--- src/rtl/rata_lmt_unit.sv ---
// rata_lmt_unit: hardware-owned Latest-Modification-Time register for RATA_B.
// Snoops CPU (and, with RATA_DMA_EN defined, DMA) writes into registered
// Mod_Mem_LMT / Mod_Mem_AR pulses, runs a saturating timestamp ts, and on each
// UP_LMT assertion commits ts into lmt exactly once, pulsing upd_done.
// Ports: clk, rst (async, active-high), dmem_wen/dmem_addr, dma_en/dma_addr
// (RATA_DMA_EN only), UP_LMT; outputs Mod_Mem_LMT, Mod_Mem_AR, lmt, ts, upd_done.
module rata_lmt_unit #(
  parameter int                ADDR_W    = 16,
  parameter int                TS_W      = 32,
  parameter logic [ADDR_W-1:0] AR_MIN    = 16'h0400,
  parameter logic [ADDR_W-1:0] AR_MAX    = 16'h07FF,
  parameter logic [ADDR_W-1:0] LMT_BASE  = 16'h0140,
  parameter int                LMT_BYTES = 4
) (
  input  logic              clk,
  input  logic              rst,
  input  logic              dmem_wen,
  input  logic [ADDR_W-1:0] dmem_addr,
`ifdef RATA_DMA_EN
  input  logic              dma_en,
  input  logic [ADDR_W-1:0] dma_addr,
`endif
  input  logic              UP_LMT,
  output logic              Mod_Mem_LMT,
  output logic              Mod_Mem_AR,
  output logic [TS_W-1:0]   lmt,
  output logic [TS_W-1:0]   ts,
  output logic              upd_done
);
  localparam logic [ADDR_W-1:0] LMT_LAST = ADDR_W'(LMT_BASE + LMT_BYTES - 1);
  typedef enum logic [1:0] {IDLE, COMMIT, HOLD} state_t;
  state_t state_q, state_d;
  logic [TS_W-1:0] ts_q, ts_d, lmt_q, lmt_d;
  logic hit_lmt, hit_ar, done_d, mod_lmt_q, mod_ar_q, done_q;
  always_comb begin
    hit_lmt = dmem_wen && dmem_addr >= LMT_BASE && dmem_addr <= LMT_LAST;
    hit_ar  = dmem_wen && dmem_addr >= AR_MIN && dmem_addr <= AR_MAX;
`ifdef RATA_DMA_EN
    hit_lmt = hit_lmt || (dma_en && dma_addr >= LMT_BASE && dma_addr <= LMT_LAST);
    hit_ar  = hit_ar || (dma_en && dma_addr >= AR_MIN && dma_addr <= AR_MAX);
`endif
  end
  // Saturating so a stale LMT value can never reappear after a wrap.
  assign ts_d = &ts_q ? ts_q : ts_q + 1'b1;
  // One commit per request: HOLD swallows the rest of a long UP_LMT level.
  always_comb begin
    state_d = state_q == IDLE   ? (UP_LMT ? COMMIT : IDLE) :
              state_q == COMMIT ? HOLD :
                                  (UP_LMT ? HOLD : IDLE);
    lmt_d   = state_q == COMMIT ? ts_q : lmt_q;
    done_d  = state_q == COMMIT;
  end
  always_ff @(posedge clk or posedge rst) begin
    if (rst) begin
      state_q   <= IDLE;
      ts_q      <= '0;
      lmt_q     <= '0;
      done_q    <= 1'b0;
      mod_lmt_q <= 1'b0;
      mod_ar_q  <= 1'b0;
    end else begin
      state_q   <= state_d;
      ts_q      <= ts_d;
      lmt_q     <= lmt_d;
      done_q    <= done_d;
      mod_lmt_q <= hit_lmt;
      mod_ar_q  <= hit_ar;
    end
  end
  assign Mod_Mem_LMT = mod_lmt_q;
  assign Mod_Mem_AR  = mod_ar_q;
  assign lmt         = lmt_q;
  assign ts          = ts_q;
  assign upd_done    = done_q;
endmodule

--- config.mk ---
export PLATFORM = sky130hd
export DESIGN_NAME = rata_lmt_unit
export DESIGN_NICKNAME = d
export VERILOG_FILES = /design/src/rtl/rata_lmt_unit.sv
export SDC_FILE = /design/constraint.sdc
export NUM_CORES = 1
export LEC_CHECK = 0
export ABC_CLOCK_PERIOD_IN_PS = 5050
export CAP_MARGIN = 20
export CORE_UTILIZATION = 51
export CTS_CLUSTER_DIAMETER = 40
export DETAILED_ROUTE_END_ITERATION = 8
export HOLD_SLACK_MARGIN = 0.06
export MAX_ROUTING_LAYER = met4
export PLACE_DENSITY = 0.81
export SLEW_MARGIN = 10
export SYNTH_ARGS = -nofsm -noshare
export SYNTH_HDL_FRONTEND = slang
export SYNTH_SLANG_ARGS = --single-unit
--- constraint.sdc ---
create_clock -name clk -period 5.05 [get_ports clk]
set_clock_uncertainty 0.05 [all_clocks]
set_input_delay 0.7575 -clock clk [delete_from_list [all_inputs] [get_ports clk]]
set_output_delay 0.7575 -clock clk [all_outputs]
set_load 0.1 [all_outputs]
==> results.json <==
{
  "grt_usage": 0.228,
  "r2r_start": "ts[16]$_DFFE_PP0N_",
  "hpwl_mm": 4.27,
  "grt_pass1_vias": 2183,
  "syn_area_mm2": 0.00294,
  "endpoint_kind": "output port",
  "met1_usage": 0.293,
  "grt_max_degree": 40,
  "antenna_cells": 0,
  "cts_resized": 0,
  "cts_tree": "done",
  "netlist_instances": 241,
  "layout_commonest_cell": "clkdlybuf4s50_1",
  "r2r_cells": 5,
  "ys_types": 41,
  "initialDrtViolationCount": 143,
  "met2_usage": 0.349,
  "hold_viol_final": 0,
  "dp_cells": 393,
  "clk_latency_ps": 340,
  "max_slew_margin": 0.320,
  "ctsHoldBuffers": 0,
  "hp-start": "state_q[1]$_DFF_PP0_",
  "clock-sinks": 69,
  "start_kind": "register",
  "layout-drive-gt1-share": 0.169,
  "ir_drop_uv": 321,
  "avgSynthCellArea_um2": 12.2,
  "vias_per_cell": 5.46,
  "ant_nets": 0,
  "fin_setup_tns_ps": 0,
  "ys_warn_count": 0,
  "timing.rr.end": "ts[23]$_DFFE_PP0N_",
  "vias": 2232,
  "powerDensity_mw_per_mm2": 328,
  "path_max_fanout": 7,
  "port_buffers": 84,
  "status": "completed",
  "placed_cell_area_mm2": 0.00386,
  "hold-path-endpoint": "state_q[0]$_DFF_PP0_",
  "cp.arrival_ps": 2040,
  "cts_buffers": 9,
  "hold_depth": 1,
  "start_util": 0.531,
  "synth-seq-cells": 69,
  "setup_viol": 0,
  "slowest_delay_ps": 1210,
  "period_share": 0.563,
  "gr-total-overflow": 0,
  "core_mm2": 0.00554,
  "path_class": "register to output port",
  "synth.largest_area_cell": "dfrtp_1",
  "wl_per_cell_um": 14.9,
  "final_area_mm2": 0.00403,
  "synth_top_area_frac": 0.587,
  "grt_pass1_wl_mm": 10.2,
  "finalWirelength_mm": 6.11,
  "fin_total_pwr_mw": 1.32,
  "htreeDepth": 3,
  "dr.pass1.iters": 4,
  "io-pin-count": 87,
  "slowest_stage": "clkdlybuf4s50_1",
  "final_cell_mix": "clkdlybuf4s50_1, dfrtp_1, mux2_2, nand2_1, xor2_1",
  "finalMaxSlewViolations": 0,
  "period_needed_ps": 2850,
  "num-nets-final": 353,
  "rsz0062_at_grt": "false",
  "crit_family": "buffers and inverters",
  "r2r_setup_slack_ps": 2800,
  "clock-root-buffer": "clkbuf_8",
  "synth_fp_nets": 262,
  "cts_setup_buffers": 0,
  "cap_violations": 0,
  "met3_usage": 0.0412,
  "leakage_nw": 1.80,
  "clockBufferDepth": 2,
  "drc_errors": 0,
  "gp_congestion": 0.876,
  "antenna_found_initial": 0,
  "fp.dieW_um": 77.9,
  "layout.cells.non_filler": 409,
  "area_delta_synth_final_pct": 37.1,
  "fmax_mhz": 351,
  "die-area_mm2": 0.00608,
  "die_h_um": 77.9,
  "required_ps": 4240,
  "ys_seq_area_frac": 0.587,
  "gr-max-usage-layer": "met2",
  "crit_buf_inv": 1,
  "tightest_slew_ps": 1020,
  "clk_pin_slew_ps": 80,
  "hold_path.class": "register to register",
  "fp-row-count": 27,
  "worstPathCellList": "clkdlybuf4s50_1",
  "synthTopCellsByArea": "dfrtp_1, mux2_2, xor2_1"
}
power by group:
group / switching, mW / total [mW] / internal, mW
Sequential: 0.0135 / 0.595 / 0.582
Combinational: 0.238 / 0.331 / 0.0936
Clock: 0.208 / 0.398 / 0.189
Yosys cell counts, drive strengths merged:
cell and instances:
a21oi 3, a31o 1, a31oi 1, a41oi 1, and3 4, and4 5
and4b 1, buf 1, clkbuf 4, dfrtp 69, ha 1, inv 9
mux2 29, nand2 18, nand2b 2, nand3 11, nand3b 2, nand4 9
nand4b 1, nor2 12, nor2b 1, nor3 11, nor3b 1, nor4 3
nor4b 2, o211ai 1, o21a 1, o21ai 8, o41a 1, or3 2
or4 2, or4b 1, xnor2 10, xor2 13
stage by stage:
| step | hold slack (ps) | worst slack, ps | utilization |
|---|---|---|---|
| global route | 422 | 2150 | 0.728 |
| global placement | 378 | 2400 | 0.696 |
| floorplan | 360 | 2260 | - |
| CTS | 406 | 2200 | 0.728 |
| finish | 401 | 2200 | 0.728 |
| detailed placement | 403 | 2390 | 0.696 |
worst max path at each step:
stage                  startpoint  cells after the start               endpoint  slack [ps]
2_1_floorplan   ts[5]$_DFFE_PP0N_                      5      ts[1]$_DFFE_PP0N_        2260
3_3_place_gp        dmem_addr[10]                      4  Mod_Mem_LMT$_DFF_PP0_        2400
3_5_place_dp        dmem_addr[10]                      4  Mod_Mem_LMT$_DFF_PP0_        2390
4_1_cts        ts[11]$_DFFE_PP0N_                      1                 ts[11]        2200
5_1_grt        ts[11]$_DFFE_PP0N_                      1                 ts[11]        2150
6_report       ts[28]$_DFFE_PP0N_                      1                 ts[28]        2200
layout make-up:
cell class	count	area (um^2)
clock buffers	10	138
clock inverters	6	38.8
fillers	408	1510
inverters	9	33.8
multi-input cells	158	1160
flip-flops and latches	69	1730
well taps	72	90.1
repair buffers	85	848
metal layers:
layer | vias to the layer above | wire length, um
li1 | 1042 | -
met1 | 1084 | 2760
met2 | 93 | 2910
met3 | 13 | 290
met4 | 0 | 146
met5 | - | 0
state kept, by name, indices dropped and copies added, names as in the netlist:
register     count
ts              32
lmt             32
state_q          2
Mod_Mem_LMT      1
Mod_Mem_AR       1
upd_done         1
logic make-up (layout without fill, tap and decap cells):
kind of cell | count (synthesis) | after routing | share of synthesized area
xor gates and xnor gates | 23 | 23 | 0.0685
DFF | 69 | 69 | 0.587
buffers and inverters | 14 | 110 | 0.0204
AOI/OAI and AO/OA | 17 | 17 | 0.0362
adders and majority gates | 1 | 1 | 0.00425
and+or+nand+nor | 88 | 88 | 0.171
muxes | 29 | 29 | 0.112
No activity file was read; power rests on OpenSTA's default activity.
